`config.mk`:
```
export PLATFORM = sky130hd
export DESIGN_NAME = alu_op_queue
export DESIGN_NICKNAME = d
export VERILOG_FILES = /design/src/rtl/alu_pkg.sv /design/src/rtl/alu_fifo.sv /design/src/rtl/alu_op_queue.sv
export SDC_FILE = /design/constraint.sdc
export NUM_CORES = 1
export LEC_CHECK = 0
export CORE_MARGIN = 4
export CORE_UTILIZATION = 52
export DETAILED_ROUTE_END_ITERATION = 8
export PLACE_DENSITY = 0.79
export SYNTH_ARGS = -nofsm -noshare
export SYNTH_HDL_FRONTEND = slang
export SYNTH_SLANG_ARGS = --single-unit
```
`constraint.sdc`:
```
create_clock -name clk -period 2.34 [get_ports clk]
set_input_delay 0.468 -clock clk [delete_from_list [all_inputs] [get_ports clk]]
set_output_delay 0.468 -clock clk [all_outputs]
set_load 0.02 [all_outputs]
```
`src/rtl/alu_pkg.sv`:
```
// Shared ALU opcode constants and the FIFO entry layout for alu_op_queue.
// ALU_FWD_EN adds a per-entry forwarding flag to the entry layout.
package alu_pkg;

  localparam int unsigned ALU_W = 32;
  localparam int unsigned OP_W  = 3;

  localparam logic [OP_W-1:0] ALU_ADD = 3'b000;
  localparam logic [OP_W-1:0] ALU_SUB = 3'b001;
  localparam logic [OP_W-1:0] ALU_AND = 3'b010;
  localparam logic [OP_W-1:0] ALU_OR  = 3'b011;
  localparam logic [OP_W-1:0] ALU_SRL = 3'b100;
  localparam logic [OP_W-1:0] ALU_SRA = 3'b101;
  localparam logic [OP_W-1:0] ALU_GTU = 3'b110;
  localparam logic [OP_W-1:0] ALU_SGT = 3'b111;

  typedef struct packed {
`ifdef ALU_FWD_EN
    logic              fwd;
`endif
    logic [ALU_W-1:0]  a;
    logic [ALU_W-1:0]  b;
    logic [OP_W-1:0]   op;
  } alu_entry_t;

  localparam int unsigned ENTRY_W = $bits(alu_entry_t);

endpackage

```
`src/rtl/alu_fifo.sv`:
```
// Generic DEPTH x W synchronous FIFO with occupancy count and async active-low reset.
// DEPTH must be a power of two so the pointers wrap naturally.
module alu_fifo #(
  parameter int unsigned DEPTH = 4,
  parameter int unsigned W     = 67,
  parameter int unsigned AW    = $clog2(DEPTH)
) (
  input  logic          clk,
  input  logic          rst_n,
  input  logic          push,
  input  logic          pop,
  input  logic [W-1:0]  wdata,
  output logic [W-1:0]  rdata,
  output logic          full,
  output logic          empty,
  output logic [AW:0]   count
);

  logic [W-1:0]  mem_q [DEPTH];
  logic [AW-1:0] wr_ptr_q, wr_ptr_d;
  logic [AW-1:0] rd_ptr_q, rd_ptr_d;
  logic [AW:0]   count_q, count_d;
  logic          push_ok, pop_ok;

  assign full    = (count_q == (AW+1)'(DEPTH));
  assign empty   = (count_q == '0);
  assign push_ok = push & ~full;
  assign pop_ok  = pop & ~empty;
  assign rdata   = mem_q[rd_ptr_q];
  assign count   = count_q;

  always_comb begin
    wr_ptr_d = wr_ptr_q;
    rd_ptr_d = rd_ptr_q;
    count_d  = count_q;
    if (push_ok) wr_ptr_d = wr_ptr_q + 1'b1;
    if (pop_ok)  rd_ptr_d = rd_ptr_q + 1'b1;
    unique case ({push_ok, pop_ok})
      2'b10:   count_d = count_q + 1'b1;
      2'b01:   count_d = count_q - 1'b1;
      default: count_d = count_q;
    endcase
  end

  always_ff @(posedge clk or negedge rst_n) begin
    if (!rst_n) begin
      wr_ptr_q <= '0;
      rd_ptr_q <= '0;
      count_q  <= '0;
    end else begin
      wr_ptr_q <= wr_ptr_d;
      rd_ptr_q <= rd_ptr_d;
      count_q  <= count_d;
    end
  end

  // Storage is not reset; only entries between the pointers are ever meaningful.
  always_ff @(posedge clk) begin
    if (push_ok) mem_q[wr_ptr_q] <= wdata;
  end

endmodule

```
`src/rtl/alu_op_queue.sv`:
```
// Buffered ALU issue stage: op FIFO feeding the ALU, with a registered valid/ready result.
// Define ALU_FWD_EN to let an op take the previous result as its A operand.
module alu_op_queue
  import alu_pkg::*;
#(
  parameter int unsigned DEPTH = 4,
  parameter int unsigned AW    = 2
) (
  input  logic              clk,
  input  logic              rst_n,
  input  logic              in_valid,
  output logic              in_ready,
  input  logic [ALU_W-1:0]  in_a,
  input  logic [ALU_W-1:0]  in_b,
  input  logic [OP_W-1:0]   in_op,
  input  logic              in_fwd,
  output logic [ALU_W-1:0]  alu_a,
  output logic [ALU_W-1:0]  alu_b,
  output logic [OP_W-1:0]   alu_op,
  input  logic [ALU_W-1:0]  alu_c,
  output logic              res_valid,
  input  logic              res_ready,
  output logic [ALU_W-1:0]  res_data,
  output logic [AW:0]       count
);

  alu_entry_t       wr_entry, head;
  logic             fifo_full, fifo_empty;
  logic             push, issue;
  logic             res_valid_q, res_valid_d;
  logic [ALU_W-1:0] res_data_q, res_data_d;

  always_comb begin
    wr_entry    = '0;
    wr_entry.a  = in_a;
    wr_entry.b  = in_b;
    wr_entry.op = in_op;
`ifdef ALU_FWD_EN
    wr_entry.fwd = in_fwd;
`endif
  end

  alu_fifo #(
    .DEPTH (DEPTH),
    .W     (ENTRY_W),
    .AW    (AW)
  ) u_fifo (
    .clk   (clk),
    .rst_n (rst_n),
    .push  (push),
    .pop   (issue),
    .wdata (wr_entry),
    .rdata (head),
    .full  (fifo_full),
    .empty (fifo_empty),
    .count (count)
  );

  assign in_ready = ~fifo_full;
  assign push     = in_valid & in_ready;
  // Issue whenever the output register is free or is being drained this cycle.
  assign issue    = ~fifo_empty & (~res_valid_q | res_ready);

  assign alu_b  = head.b;
  assign alu_op = head.op;

`ifdef ALU_FWD_EN
  logic [ALU_W-1:0] last_c_q, last_c_d;

  assign alu_a    = head.fwd ? last_c_q : head.a;
  assign last_c_d = issue ? alu_c : last_c_q;

  always_ff @(posedge clk or negedge rst_n) begin
    if (!rst_n) last_c_q <= '0;
    else        last_c_q <= last_c_d;
  end
`else
  logic unused_in_fwd;

  assign alu_a         = head.a;
  assign unused_in_fwd = in_fwd;
`endif

  always_comb begin
    res_valid_d = res_valid_q;
    res_data_d  = res_data_q;
    if (issue) begin
      res_valid_d = 1'b1;
      res_data_d  = alu_c;
    end else if (res_ready) begin
      res_valid_d = 1'b0;
    end
  end

  always_ff @(posedge clk or negedge rst_n) begin
    if (!rst_n) begin
      res_valid_q <= 1'b0;
      res_data_q  <= '0;
    end else begin
      res_valid_q <= res_valid_d;
      res_data_q  <= res_data_d;
    end
  end

  assign res_valid = res_valid_q;
  assign res_data  = res_data_q;

endmodule
```
==> flow_metrics.tcl, run 1 <==
set metrics [dict create \
    fp-row-count 53 \
    ys_top_cells_by_area "edfxtp_1 (71%), mux4_2 (13%), dfrtp_1 (8.9%)" \
    combPwrFrac_pct 39.0 \
    clk_pin_slew_ps 60 \
    switchingPower_mw 6.31 \
    io_pins 208 \
    detailroute.via_count 5520 \
    finalHoldViolations 0 \
    dieArea_sq_mm 0.0241 \
    avgSynthCellArea_sq_um 24.8 \
    synth_nets 566 \
    end_kind "output pin" \
    power_density_mw_per_mm2 1360 \
    gp_congestion 0.780 \
    place_hpwl_um 14500 \
    ff2ff_setup_slack_ps 200 \
    start_util_pct 53.2 \
    skew_ps 10.0 \
    dr.pass1.iters 4 \
    min_period_ps 2500 \
    netlist_instances 456 \
    synth_area_sq_mm 0.0113 \
    synth_edf_count 268 \
    final-instance-count-excl-fill 1010 \
    path_cells "buf_12, buf_16, mux4_2, buf_6" \
    start_kind "register" \
    crit_type "register to output pin" \
    cts-root-buf "clkbuf_16" \
    hp-class "register to register" \
    slowest_delay_ps 550 \
    path_max_fanout 8 \
    synth_top_area_cell "edfxtp_1" \
    yosysTopAreaCellShare_pct 71.3 \
    n_fill_cell 1277 \
    wl_per_cell_um 22.9 \
    grt_util_all_layers_pct 19.5 \
    synth-main-ff-cell "edfxtp_1" \
    cp_top_family "multiplexers" \
    grt_max_degree 53 \
    viasPerCell 5.47 \
    grt_pass1_wl_um 36100 \
    fmax_mhz 401 \
    clk_path_buf_depth 3 \
    p_clk_share_pct 23.4 \
    p_sw_share_pct 30.7 \
    grt_pass1_vias 6209 \
    finalCritPeriodShare_pct 107 \
    yosysUniqueCellTypes 23 \
    pre_cts_slack_ps 1.22 \
    final_util_pct 71.3 \
    yosysSeqAreaShare_pct 80.1 \
    setup_ws_ps -156 \
    rsz0062_at_grt "yes" \
    die_h_um 155 \
    yosysMostFrequentCell "edfxtp_1" \
    internal_power_mw 14.3 \
    drv_cap 0 \
    setup_viol 61 \
    cpMaxStageDelayCell "mux4_2" \
    yosys-top-cells-count "edfxtp_1 (268), mux4_2 (67), dfrtp_1 (40)" \
    ant_nets 0 \
    place.port_buffers 206 \
    maxSlewHeadroom_pct 66.2 \
    htreeDepth 1 \
    timing.rr.start "u_fifo.count[1]$_DFFE_PN0P_" \
    dpl.cell_count 939 \
    violations "negative setup slack" \
    outcome "finished, violations left" \
    drc 0 \
    core-area_sq_mm 0.0212 \
    yosysWarnings 0 \
    grt-ovfl-total 0 \
    required_ps 1870 \
    cts_made_buffers 31 \
    reg2reg_to "u_fifo.count[1]$_DFFE_PN0P_" \
    crit_end "alu_a[7]" \
    routed_wl_um 23100 \
    drv_slew 0 \
    nets 821 \
    reg2reg_depth 6 \
    diodes 0 \
    leakagePower_nw 5.29 \
    whs_path_depth 1 \
    syn_to_final_growth_pct 34.0 \
    drive_above_1_share_pct 35.4 \
    ys_ff_latch 308 \
    crit_arrival_ps 2030 \
    die_x_um 155 \
    antenna_found_initial 1 \
    tritoncts "built" \
    drt-initial-drc-count 388 \
    worst-path-stages 4 \
    cp_num_buf_inv 3 \
    async_flop_share_pct 13.0 \
    clkLatencyLatePin_ps 540 \
    tightest_slew_ps 507 \
    pwr-share-seq_pct 37.5 \
    cp-startpoint "u_fifo.rd_ptr_q[0]$_DFFE_PN0P_" \
    cts.sinks 308 \
    peakVddDrop_mv 0.940 \
]
[metal layers]
| metal | global-route usage (%) | routed length (um) | vias to the layer above |
|---|---|---|---|
| met1 | 25.4 | 8840 | 2845 |
| met2 | 33.3 | 11800 | 217 |
| met5 | 0 | 13 | - |
| met4 | 3.96 | 370 | 2 |
| li1 | - | - | 2421 |
| met3 | 5.59 | 2050 | 35 |
[registers in the layout, summed over array words and instances, names as in the netlist]
signal           flops
u_fifo.wr_ptr_q      2
u_fifo.mem_q       268
u_fifo.count         3
u_fifo.rd_ptr_q      2
res_valid            1
res_data            32
[metrics by stage]
step           area [sq um]  hold WS, ps  power (mW)  TNS, ps
5_1_grt               15100          531        21.5   -11220
4_1_cts               15000          509        20.6   -10200
2_1_floorplan         11300          172        11.9        0
6_report              15100          512        20.6    -6590
3_5_place_dp          13900          498        15.5        0
3_3_place_gp          13900          491        15.2        0
[area by class of cell]
type / count / area, sq um / area share [%]
clock buffers: 43 / 893 / 5.90
clock inverters: 14 / 125 / 0.827
inverters: 4 / 15.0 / 0.0992
multi-input cells: 125 / 2140 / 14.2
flip-flops and latches: 308 / 9060 / 59.8
well taps: 275 / 344 / 2.27
repair buffers: 241 / 2550 / 16.9
[power by group through the flow]
stage / Clock [mW] / Combinational (mW) / Sequential, mW
3_5_place_dp: 0 / 7.56 / 7.89
4_1_cts: 4.94 / 7.93 / 7.74
6_report: 4.82 / 8.03 / 7.72
2_1_floorplan: 0 / 3.92 / 8.02
3_3_place_gp: 0 / 7.44 / 7.80
5_1_grt: 5.22 / 8.49 / 7.82
[cells in the final DEF, fill, tap and decap left out, drive strengths merged]
cell type / count
edfxtp: 268
buf: 101
inv: 5
xor2: 3
clkbuf: 44
dlygate4sd3: 1
fa: 1
clkinv: 10
clkdlybuf4s50: 137
and3b: 1
xnor2: 3
mux4: 67
clkinvlp: 1
mux2: 34
nand2: 1
nand2b: 1
and3: 4
nor3: 1
ha: 5
dfrtp: 40
dlygate4sd2: 1
and2: 1
bufinv: 2
or3b: 1
a21oi: 1
nor2: 1
[worst min path at each step]
stage	from	to	slack [ps]
after floorplan	rst_n	res_data[0]$_DFFE_PN0P_	170
after global placement	res_data[21]$_DFFE_PN0P_	res_data[21]$_DFFE_PN0P_	490
after detailed placement	res_data[21]$_DFFE_PN0P_	res_data[21]$_DFFE_PN0P_	500
after CTS	alu_c[2]	res_data[2]$_DFFE_PN0P_	510
after global routing	alu_c[2]	res_data[2]$_DFFE_PN0P_	530
final	res_data[27]$_DFFE_PN0P_	res_data[27]$_DFFE_PN0P_	510
[what timing repair did]
action                                  in CTS  in global routing
endpoints found under the setup margin      68                 67
buffers inserted                             8                  2
hold endpoints to repair                    40                  0
gates resized for setup                    343                 39
cloned                                       4                  1
hold buffers                                 1                  0
[logic make-up (layout without fill, tap and decap cells)]
logic type	Yosys count	after routing	share of synthesized area, %
mux	101	101	16.8
simple gates	11	11	0.731
xor+xnor	6	6	0.465
fa+ha+maj	6	6	0.731
compound gates	1	1	0.0776
buf+inv	23	302	1.10
flops	308	308	80.1
Note: power is estimated with default switching activity, not from simulation.
==> run 2: changes to the inputs <==
- CORE_MARGIN: 4 -> 1
- SETUP_SLACK_MARGIN: unset -> 0.02
==> flow_metrics.tcl, run 2 (same netlist as run 1, synthesis figures left out) <==
set metrics [dict create \
    drive_above_1_share_pct 35.2 \
    maxSlewHeadroom_pct 41.2 \
    min_period_ps 2540 \
    clk_pin_slew_ps 60 \
    top_register "u_fifo.mem_q" \
    nets 818 \
    power_mw 21.0 \
    grt_max_degree 51 \
    viasPerCell 5.49 \
    fin_hold_ws_ps 54.5 \
    grt_pass1_vias 6131 \
    ant_nets 0 \
    syn_to_final_growth_pct 35.4 \
    fp-row-count 53 \
    finalHoldViolations 0 \
    core-area_sq_mm 0.0212 \
    fmax_mhz 394 \
    cp-startpoint "u_fifo.rd_ptr_q[0]$_DFFE_PN0P_" \
    hp-class "input port to async pin" \
    grt_util_all_layers_pct 20.6 \
    start_util_pct 53.4 \
    cts_hold_buf 0 \
    grt_pass1_wl_um 34000 \
    drt-initial-drc-count 334 \
    ff2ff_setup_slack_ps 170 \
    layout_common_cells "edfxtp_1 (268), clkdlybuf4s50_1 (137), mux4_2 (67)" \
    dr.pass1.iters 4 \
    finalCritPeriodShare_pct 108 \
    clk_path_buf_depth 3 \
    leakagePower_nw 5.33 \
    wl_per_cell_um 22.6 \
    crit_arrival_ps 2070 \
    antenna_found_initial 0 \
    die_x_um 149 \
    place_hpwl_um 13300 \
    violations "negative setup slack" \
    gp_congestion 0.731 \
    htreeDepth 1 \
    die_h_um 149 \
    required_ps 1870 \
    largest_reg_flops 268 \
    end_kind "output pin" \
    final_util_pct 72.3 \
    routed_wl_um 22700 \
    cts.sinks 308 \
    dieArea_sq_mm 0.0223 \
    reg2reg_depth 6 \
    drc 0 \
    peakVddDrop_mv 0.859 \
    drv_slew 0 \
    path_max_fanout 8 \
    detailroute.via_count 5518 \
    grt-ovfl-total 0 \
    finalInstanceArea_sq_mm 0.0153 \
    tightest_slew_ps 881 \
    clkLatencyLatePin_ps 540 \
    post_dp_cell_area_sq_mm 0.0139 \
    outcome "finished, violations left" \
    io_pins 208 \
    crit_type "register to output pin" \
    setup_ws_ps -196 \
    power_density_mw_per_mm2 1370 \
    place.port_buffers 206 \
    cts-root-buf "clkbuf_16" \
    start_kind "register" \
    drv_cap 0 \
    skew_ps 7.43 \
    setup_viol 67 \
    reg2reg_to "u_fifo.count[1]$_DFFE_PN0P_" \
    cts_made_buffers 30 \
    rsz0062_at_grt "yes" \
    diodes 0 \
    tritoncts "built" \
    final_common_cell "edfxtp_1" \
    timing.rr.start "u_fifo.count[1]$_DFFE_PN0P_" \
]
-- run 2: cell count changes in the layout (fill, tap and decap cells not counted), moves of 2 or more --
| cell | previous run | this run |
|---|---|---|
| buf_2 | 19 | 3 |
| buf_12 | 12 | 17 |
| clkbuf_8 | 3 | 5 |
| clkinv_2 | 7 | 4 |
| buf_6 | 53 | 65 |
| buf_4 | 13 | 9 |
-- run 2: worst max path at each step --
stage / cells past startpoint / slack [ps] / endpoint
floorplan: 6 / 160 / u_fifo.count[1]$_DFFE_PN0P_
global placement: 3 / -8 / alu_a[0]
detailed placement: 3 / -10 / alu_a[28]
CTS: 5 / -210 / alu_a[16]
global route: 5 / -240 / alu_b[6]
finish: 5 / -200 / alu_b[24]
-- run 2: stage by stage --
| step | instances | setup TNS [ps] | setup slack (ps) |
|---|---|---|---|
| floorplan | 456 | 0 | 159 |
| global placement | 935 | -18.5 | -8.46 |
| detailed placement | 935 | -42.8 | -12.7 |
| CTS | 1002 | -9250 | -211 |
| global route | 1006 | -11870 | -239 |
| finish | 1006 | -8950 | -196 |
-- run 2: power by group --
group,switching (mW),internal [mW]
clock,1.92,2.90
sequential,0.416,7.32
combinational,4.01,4.41
-- run 2: critical path: stages, from the launching register on --
cell and delay (ps):
dfrtp_4 510, buf_4 150, buf_12 130, buf_16 150, mux4_2 440, buf_6 150
-- run 2: layer usage --
layer	vias to the layer above	wire length, um	GRT usage, %	part of all wire (%)
met5	-	0	0	0
met4	0	318	4.90	1.4
met3	30	1870	5.57	8.2
met2	227	11900	36.3	52
met1	2835	8650	25.1	38
li1	2426	-	-	-
-- run 2: area by class of cell --
type	instances	area, sq um
timing repair buffer	239	2720
tap	275	344
inverter	4	15.0
fill	1179	5860
clock inverter	13	141
sequential	308	9060
multi-input combinational	125	2140
clock buffer	42	867
-- run 2: what timing repair did --
action / CTS / global route
gates cloned: 5 / 2
setup endpoints to repair: 68 / 67
hold endpoints to repair: 0 / 0
setup buffers: 7 / 5
gates resized for setup: 362 / 60
